<file path="config.mk">
export PLATFORM = sky130hd
export DESIGN_NAME = reg_bus_master
export DESIGN_NICKNAME = d
export VERILOG_FILES = /design/src/rtl/reg_bus_pkg.sv /design/src/rtl/reg_bus_master.sv
export SDC_FILE = /design/constraint.sdc
export NUM_CORES = 1
export LEC_CHECK = 0
export CORE_ASPECT_RATIO = 1.1
export CORE_MARGIN = 1
export CORE_UTILIZATION = 37
export CTS_CLUSTER_SIZE = 16
export DETAILED_ROUTE_END_ITERATION = 7
export GPL_TIMING_DRIVEN = 0
export HOLD_SLACK_MARGIN = 0.05
export PLACE_DENSITY = 0.75
export SYNTH_ARGS = -nofsm -noshare
export SYNTH_HDL_FRONTEND = slang
export SYNTH_SLANG_ARGS = --single-unit
</file>
<file path="constraint.sdc">
create_clock -name clk -period 2.4 [get_ports clk]
set_input_delay 0.72 -clock clk [delete_from_list [all_inputs] [get_ports clk]]
set_output_delay 0.72 -clock clk [all_outputs]
set_load 0.05 [all_outputs]
</file>
<file path="src/rtl/reg_bus_pkg.sv">
// Shared definitions for the 2-bit-address register bus and its initiator.
package reg_bus_pkg;

    localparam int BUS_ADDR_WIDTH = 2;
    localparam int BUS_DATA_WIDTH = 32;

    typedef enum logic [1:0] {
        IDLE,
        WRITE,
        READ,
        RESP
    } state_t;

endpackage

</file>
<file path="src/rtl/reg_bus_master.sv">
// Register bus initiator: takes one command at a time, drives the bus, and
// returns read data or write status, with writes bounded by a timeout.
module reg_bus_master
    import reg_bus_pkg::*;
#(
    parameter int DATA_WIDTH   = BUS_DATA_WIDTH,
    parameter int ADDR_WIDTH   = BUS_ADDR_WIDTH,
    parameter int READ_LATENCY = 1,
    parameter int TIMEOUT      = 16
) (
    input  logic                  clk,
    input  logic                  rst,
    input  logic                  cmdValid,
    output logic                  cmdReady,
    input  logic                  cmdWrite,
    input  logic [ADDR_WIDTH-1:0] cmdAddr,
    input  logic [DATA_WIDTH-1:0] cmdData,
    output logic                  rspValid,
    input  logic                  rspReady,
    output logic [DATA_WIDTH-1:0] rspData,
    output logic                  rspErr,
    output logic [ADDR_WIDTH-1:0] writeAddress,
    output logic [DATA_WIDTH-1:0] writeData,
    input  logic                  writeResponse,
    output logic [ADDR_WIDTH-1:0] readAddress,
    input  logic [DATA_WIDTH-1:0] readData
);

    localparam int TIMER_MAX   = (TIMEOUT > READ_LATENCY + 1) ? TIMEOUT : READ_LATENCY + 1;
    localparam int TIMER_WIDTH = $clog2(TIMER_MAX + 1);

    localparam logic [TIMER_WIDTH-1:0] WRITE_LAST = TIMER_WIDTH'(TIMEOUT - 1);
    localparam logic [TIMER_WIDTH-1:0] READ_LAST  = TIMER_WIDTH'(READ_LATENCY);

    state_t                 state;
    logic [TIMER_WIDTH-1:0] timer;

    // NOTE: every state bit and output is a register updated with <=, so all of
    // them see pre-edge values and no ordering hazards arise inside the block.
    always_ff @(posedge clk) begin
        if (rst) begin
            state        <= IDLE;
            timer        <= '0;
            cmdReady     <= 1'b0;
            rspValid     <= 1'b0;
            rspData      <= '0;
            rspErr       <= 1'b0;
            writeAddress <= '0;
            writeData    <= '0;
            readAddress  <= '0;
        end else begin
            case (state)
                IDLE: begin
                    if (cmdValid && cmdReady) begin
                        cmdReady <= 1'b0;
                        timer    <= '0;
                        if (cmdWrite) begin
                            writeAddress <= cmdAddr;
                            writeData    <= cmdData;
                            state        <= WRITE;
                        end else begin
                            readAddress <= cmdAddr;
                            state       <= READ;
                        end
                    end else begin
                        cmdReady <= 1'b1;
                    end
                end

                // An acknowledge on the final allowed cycle still counts as success.
                WRITE: begin
                    if (writeResponse) begin
                        rspData  <= '0;
                        rspErr   <= 1'b0;
                        rspValid <= 1'b1;
                        state    <= RESP;
                    end else if (timer == WRITE_LAST) begin
                        rspData  <= '0;
                        rspErr   <= 1'b1;
                        rspValid <= 1'b1;
                        state    <= RESP;
                    end else begin
                        timer <= timer + 1'b1;
                    end
                end

                READ: begin
                    if (timer == READ_LAST) begin
                        rspData  <= readData;
                        rspErr   <= 1'b0;
                        rspValid <= 1'b1;
                        state    <= RESP;
                    end else begin
                        timer <= timer + 1'b1;
                    end
                end

                RESP: begin
                    if (rspReady) begin
                        rspValid <= 1'b0;
                        cmdReady <= 1'b1;
                        state    <= IDLE;
                    end
                end

                default: begin
                    state <= IDLE;
                end
            endcase
        end
    end

endmodule

</file>
## Word-level counts from Yosys, hierarchy flattened

Index checks and enable logic that the tools add are counted.

| cells by class | value |
|---|---|
| add/subtract/negate cells | 1 |
| equal/unequal tests | 12 |
| muxes and demuxes | 27 |
| bitwise gates (word level) | 1 |
| reduce and logical (&&, ||, !) cells | 13 |

Operators by type and width:

| operator | number |
|---|---|
| $mux W32 | 3 |
| $pmux W32 S2 | 1 |
| $mux W5 | 4 |
| $pmux W5 S3 | 1 |
| $mux W2 | 6 |
| $ne A2 B2 Y1 const B | 6 |
| $reduce_and A3 Y1 | 3 |
| $mux W1 | 8 |
| $pmux W2 S4 | 1 |
| $reduce_and A4 Y1 | 2 |
| $reduce_bool A3 Y1 | 2 |
| $add A5 B1 Y5 const B | 1 |
| $eq A5 B1 Y1 const B | 1 |
| $eq A5 B4 Y1 const B | 1 |
| $reduce_and A5 Y1 | 1 |
| $eq A2 B2 Y1 const B | 2 |
| $pmux W1 S2 | 2 |
| $reduce_bool A2 Y1 | 2 |
| $ne A3 B3 Y1 const B | 1 |
| $pmux W1 S3 | 1 |
| $eq A2 B1 Y1 const B | 1 |
| $logic_not A2 Y1 | 1 |
| $reduce_and A2 Y1 | 1 |
| $logic_and A1 B1 Y1 | 1 |
| $not A1 Y1 | 1 |

| storage, ports and cells | value |
|---|---|
| register bits after elaboration | 78 |

## Depth between registers and ports, before layout

Gate-level depths: netlist (run 1).

| depth | value |
|---|---|
| depth after elaboration | 4 |
| mapped depth | 8 |
| mapped depth without buffers | 7 |

## Worst setup path before layout (run 1)

Ideal clock, no wire load.

| path | value |
|---|---|
| kind | reg-to-reg |
| start point | register timer[0] |
| end point | register timer[2] |
| setup time | 117 ps |
| arrival time | 2137 ps |
| required time | 2283 ps |
| path slack | 146 ps |
| cell stages (with the launch flop) | 8 |
| path buffers | 0 |
| period minus slack after synthesis | 2254 ps |
| cells stage by stage | dfxtp_1 ha_1 and3_2 ha_1 or3b_1 a221oi_4 o21ai_1 a32o_2 |

| on the way | value |
|---|---|
| word-level cells in the longest chain between the ends | 4 |

RTL lines:

| what | line | text |
|---|---|---|
| start, declared | reg_bus_master.sv:36 | `logic [TIMER_WIDTH-1:0] timer;` |
| start signal, assigned | reg_bus_master.sv:83 | `timer <= timer + 1'b1;` |
| start signal, assigned | reg_bus_master.sv:94 | `timer <= timer + 1'b1;` |
| $add A5 B1 Y5 | reg_bus_master.sv:83, reg_bus_master.sv:94 |  |
| $mux W5 | reg_bus_master.sv:77 | `end else if (timer == WRITE_LAST) begin` |
| $mux W5 | reg_bus_master.sv:72 | `if (writeResponse) begin` |
| $pmux W5 S3 | reg_bus_master.sv:52 | `case (state)` |

Parallel ways exist; a longest one is shown, timed or not. The select of a mux whose other input is x is not followed.
A chain may end at the register's enable or synchronous reset.

## Worst setup path in the final report (run 1)

| path | value |
|---|---|
| start point | register timer[0] |
| end point | register rspData[10] |

| on the way | value |
|---|---|
| word-level cells in the longest chain between the ends | 3 |

RTL lines:

| what | line | text |
|---|---|---|
| $eq A5 B4 Y1 / $eq A5 B1 Y1 (equally long branches) | reg_bus_master.sv:77, reg_bus_master.sv:88 |  |
| $ne A3 B3 Y1 (no line) / $ne A2 B2 Y1 (equally long branches) | -- |  |
| $reduce_and A3 Y1 (no line) * | -- |  |
| end signal, assigned | reg_bus_master.sv:89 | `rspData <= readData;` |
| end, declared | reg_bus_master.sv:20 | `output logic [DATA_WIDTH-1:0] rspData,` |

Mark *: on every way between the ends. The rest lies on a longest branch, timed or not.

==> impl_metrics.yaml, run 1 <==
clock_tree:
  cts_buffer_depth: 2
  numCtsBuffers: 9
  cts_tree: "built"
  holdBufCountCts: 0
  clkTransAtPathRegs_ns: 0.08
  worstSkewPairLatency_ns: 0.34
  root_buffer: "clkbuf_8"
  clock_sinks: 78
  h-tree-depth: 3
sta:
  slew_headroom_pct: 54.1
  report.final.slew_viol_count: 0
  finalHoldViolations: 0
  worst_slack_ns: 0.0490
  rsz0062_at_grt: "true"
  setup_viol: 0
  worstMarginPinSlew_ns: 0.683
  min_period_over_period_pct: 98.0
  final.min_clock_period_ns: 2.35
  fmaxAchievable_ghz: 0.425
  fin_worst_skew_ns: 0.00488
floorplanning:
  core-area_um2: 7640
  rows: 33
  dieHeight_um: 96.1
  start_util_pct: 39.0
  die_area_um2: 8420
  die_w_um: 87.6
  ios: 143
yosys:
  syn_area_per_cell_um2: 8.92
  synth_nets: 414
  yosys_warnings: 0
  synth_compound_area_share_pct: 19.4
  synth_top_family_by_area: "simple AND/OR/NAND/NOR gates"
  synth.area.top_cells: "dfxtp_1, nand2_1, a22oi_1, a21oi_1, nor2_1"
  synth.area.mux_share_pct: 1.34
  syn_area_um2: 2980
  syn_inst: 334
  synth_top_area_cell: "dfxtp_1"
  yosys.area.top_type_share_pct: 52.4
  synth_xor_area_share_pct: 0
  yosys.area_share.simple_pct: 19.7
  ys_types: 38
  synth_adder_area_share_pct: 3.36
  yosysSeqAreaShare_pct: 52.4
  synth_seq_cells: 78
global_route:
  grt_pass1_vias: 2786
  grt_antenna_before_repair: 0
  grt_start_max_net_pins: 13
  grt_pass1_wl_um: 13300
  grt_overflow: 0
  track_usage_pct: 20.3
place:
  dp_hpwl_um: 6080
  place_ws_ns: -0.259
  place_area_um2: 4520
  place_congestion: 0.757
  io_buffers: 141
layout:
  drive_gt1_share_pct: 6.49
  stdcell_area_um2: 4790
  nNetsFinal: 569
  layout_commonest_cell: "clkdlybuf4s50_1"
  area_growth_pct: 60.9
  diodes: 0
  mostFrequentLayoutCells: "clkdlybuf4s50_1, dfxtp_1, nand2_1"
setup_path:
  critPathCaptureType: "flop"
  ff2ff_setup_slack_ns: 0.05
  path_max_fanout: 10
  critical_path_arrival_ns: 2.63
  path_class: "flop to flop"
  cp_cell_sequence: "ha_1 -> and3_2 -> ha_1 -> or3b_1 -> o211ai_1 -> clkbuf_4 -> a22oi_1 -> nor2_1"
  cp.required_ns: 2.68
  r2r_cells: 8
  crit_top_cell: "ha_1"
  cpPeakStageDelay_ns: 0.47
  r2r-end: "rspData[10]"
  startpoint_type: "flop"
  cp_slowest_cell: "or3b_1"
  worstReg2RegStart: "timer[0]"
outcome:
  status: "finished clean"
routing:
  drc: 0
  wire_per_inst_um: 14.0
  ant_nets: 0
  dr_total_vias: 2901
  drt-pass1-iter-count: 4
  viasPerCell: 4.85
  first_iter_violations: 100
  wl_um: 8350
worst_hold_path:
  hp-class: "flop to flop"
  hold_depth: 2
  worstHoldStart: "rspValid"
  whs_endpoint: "rspValid"
pwr:
  power_leakage_nw: 1.70
  pwr_density_cell_nw_per_um2: 854
  vdd.ir_drop.worst_uv: 468
run:
  drv_cap: 0
[sequential cells by signal (all words and copies together) (netlist names)]
register / count
rspErr: 1
rspValid: 1
rspData: 32
timer: 5
state: 2
writeData: 32
readAddress: 2
writeAddress: 2
cmdReady: 1
[synthesized netlist by cell type]
cell       number
a2111oi_4       1
a21boi_0        1
a21oi_1        34
a221oi_4        1
a22oi_1        32
a32o_1          1
a32o_2          1
a32oi_1         1
and3_2          1
buf_1           2
buf_2           3
clkbuf_1       17
dfxtp_1        78
ha_1            8
inv_1           7
mux2i_1         4
nand2_1        73
nand3_1         1
nand4_1         1
nand4b_1        3
nor2_1         41
nor2b_1         1
nor3_1          1
nor3b_1         3
nor4_1          1
nor4_4          1
nor4b_1         1
nor4b_2         1
o2111ai_1       1
o211ai_1        1
o21ai_0         2
o21ai_1         2
o21ba_2         1
o21bai_1        1
o31ai_1         3
or3b_1          1
or4_1           1
or4b_4          1
[per-layer routing]
| layer | global-route usage (%) | wire length [um] | vias to the layer above |
|---|---|---|---|
| met5 | 0 | 0 | - |
| met4 | 9.15 | 153 | 0 |
| met3 | 4.89 | 489 | 10 |
| met2 | 34.6 | 4100 | 84 |
| met1 | 24.2 | 3610 | 1351 |
| li1 | - | - | 1456 |
[where the power goes]
part / switching, mW / total [mW] / internal (mW) / leakage [nW]
clock: 0.460 / 1.17 / 0.713 / 0.119
combinational: 0.890 / 1.46 / 0.571 / 0.953
sequential: 0.0663 / 1.46 / 1.39 / 0.631
total: 1.42 / 4.09 / 2.68 / 1.70
[worst max-delay path by stage]
stage                              from           to  slack [ns]
after floorplan                timer[0]     timer[2]        0.15
after global placement    writeResponse     timer[2]       -0.19
after detailed placement  writeResponse  rspData[18]       -0.26
after CTS                      timer[0]  rspData[18]       -0.08
after global routing           timer[0]  rspData[10]       -0.04
final                          timer[0]  rspData[10]        0.05
[final cells by class]
| type | instances | area [um2] |
|---|---|---|
| sequential | 78 | 1560 |
| clock inverter | 4 | 95.1 |
| multi-input combinational | 227 | 1310 |
| fill | 654 | 2840 |
| tap | 105 | 131 |
| timing repair buffer | 144 | 1430 |
| clock buffer | 11 | 141 |
| buffer | 22 | 98.8 |
| inverter | 7 | 26.3 |
[worst max-delay path, delay by kind of cell, from the launching register on]
kind                       cells  cell delay [ns]
and+or+nand+nor                3             0.79
AOI/OAI and AO/OA              2             0.40
adders and majority gates      2             0.42
buffers and inverters          1             0.33
DFF                            1             0.35
[repair_timing]
item | CTS | global route
buffers inserted | 2 | 1
pin swaps | 1 | 0
setup endpoints to repair | 32 | 31
gates resized for setup | 0 | 15
cloned | 0 | 0
[through the flow]
stage / utilization (%) / power [mW] / setup TNS [ns] / hold WS, ns / cells
after CTS: 62.5 / 4.07 / -1.28 / 0.457 / 597
after global routing: 62.8 / 4.29 / -0.252 / 0.476 / 598
after floorplan: - / 2.40 / 0 / 0.482 / 334
after detailed placement: 59.2 / 2.85 / -8.50 / 0.446 / 580
final: 62.8 / 4.09 / 0 / 0.448 / 598
after global placement: 59.2 / 2.83 / -6.15 / 0.438 / 580
[kinds of logic (layout without fill, tap and decap cells)]
logic type | after synthesis | in the layout
fa+ha+maj | 8 | 8
compound gates | 83 | 83
simple gates | 132 | 132
flops | 78 | 78
mux | 4 | 4
buf+inv | 29 | 188
No activity file was read; power rests on OpenSTA's default activity.
==> run 2, diff against run 1 <==
==> constraint.sdc (replaced) <==
create_clock -name clk -period 2.09 [get_ports clk]
set_input_delay 0.627 -clock clk [delete_from_list [all_inputs] [get_ports clk]]
set_output_delay 0.627 -clock clk [all_outputs]
set_load 0.05 [all_outputs]
==> impl_metrics.yaml, run 2 (synthesis results as in run 1) <==
outcome:
  status: "finished with violations"
  violations: "setup timing"
setup_path:
  startpoint_type: "flop"
  path_class: "flop to flop"
  critPathCaptureType: "flop"
  critical_path_arrival_ns: 2.34
  cp.required_ns: 2.32
  path_max_fanout: 5
sta:
  finalHoldViolations: 0
  rsz0062_at_grt: "true"
  report.final.slew_viol_count: 0
  slew_headroom_pct: 62.1
  fmaxAchievable_ghz: 0.475
  worst_slack_ns: -0.0156
  final.min_clock_period_ns: 2.11
  min_period_over_period_pct: 101
  fin_worst_skew_ns: 0.00750
  worstMarginPinSlew_ns: 0.568
  setup_viol: 1
floorplanning:
  die_area_um2: 8420
  die_w_um: 87.6
  rows: 33
  start_util_pct: 39.0
  core-area_um2: 7640
  ios: 143
  dieHeight_um: 96.1
clock_tree:
  clkTransAtPathRegs_ns: 0.08
  cts_buffer_depth: 2
  holdBufCountCts: 0
  cts_tree: "built"
  root_buffer: "clkbuf_8"
  numCtsBuffers: 9
  clock_sinks: 78
  worstSkewPairLatency_ns: 0.34
  h-tree-depth: 3
global_route:
  grt_pass1_wl_um: 12900
  grt_start_max_net_pins: 14
  grt_antenna_before_repair: 0
  grt_overflow: 0
  grt_pass1_vias: 2891
  track_usage_pct: 19.7
place:
  io_buffers: 141
  place_area_um2: 4560
  dp_hpwl_um: 6060
  place_congestion: 0.750
routing:
  ant_nets: 0
  drt-pass1-iter-count: 4
  viasPerCell: 4.82
  dr_total_vias: 2922
  wl_um: 8280
  drc: 0
  first_iter_violations: 103
  wire_per_inst_um: 13.7
layout:
  nNetsFinal: 576
  layout_commonest_cell: "dfxtp_1"
  diodes: 0
  mostFrequentLayoutCells: "dfxtp_1, nand2_1, dlygate4sd2_1"
  stdcell_area_um2: 4830
  drive_gt1_share_pct: 10.6
  area_growth_pct: 62.0
  top_regs: "rspData x32, writeData x32, timer x5"
pwr:
  total_power_mw: 4.66
  power_leakage_nw: 2.08
  vdd.ir_drop.worst_uv: 377
  pwr_density_cell_nw_per_um2: 964
run:
  drv_cap: 0
worst_hold_path:
  hp-class: "flop to flop"
## run 2: final cells by class
cell class,count,area (um2)
plain buffers,22,116
clock buffers,11,151
clock inverters,5,81.3
fillers,695,2810
inverters,7,26.3
multi-input cells,227,1360
flip-flops and latches,78,1570
well taps,105,131
repair buffers,151,1400
## run 2: routing by layer
metal / global-route usage (%) / share of wire [%] / up-vias
met5: 0 / 0 / -
met3: 5.23 / 6.2 / 7
met1: 22.4 / 42 / 1351
li1: - / - / 1472
met4: 7.24 / 0.80 / 0
met2: 35.1 / 51 / 92
## run 2: path summary, 6_finish.rpt
check | startpoint | endpoint | slack (ns) | depth (start not counted)
worst min register to register | rspValid | rspValid | 0.45 | 2
worst max register to register | timer[0] | timer[2] | -0.02 | 7
worst min-delay path | rspValid | rspValid | 0.45 | 2
worst max-delay path | timer[0] | timer[2] | -0.02 | 7
## run 2: critical path: stages (launching register included)
cell and delay, ns:
dfxtp_4 0.37, ha_4 0.16, and3_4 0.18, ha_4 0.15, or3b_4 0.40, a221oi_4 0.39
o21ai_1 0.12, a32o_2 0.25
## run 2: timing repair
action	CTS	global route
setup endpoints to repair	126	68
setup buffers	5	4
gates resized for setup	80	21
pin swaps	7	3
cloned	1	0
## run 2: metrics by stage
| stage | cells | TNS [ns] | hold slack (ns) | util (%) | worst slack [ns] |
|---|---|---|---|---|---|
| final | 606 | -0.0156 | 0.448 | 63.2 | -0.0156 |
| after global routing | 606 | -0.317 | 0.465 | 63.2 | -0.0418 |
| after CTS | 602 | -0.677 | 0.455 | 62.4 | -0.0571 |
| after detailed placement | 580 | -21.19 | 0.446 | 59.7 | -0.455 |
| after global placement | 580 | -18.77 | 0.438 | 59.7 | -0.367 |
| after floorplan | 334 | 0 | 0.494 | - | 0.0186 |
## run 2: power by group
part	switching, mW	leakage, nW	internal, mW
sequential	0.0718	0.632	1.60
clock	0.544	0.116	0.738
combinational	1.05	1.34	0.645
total	1.67	2.08	2.99
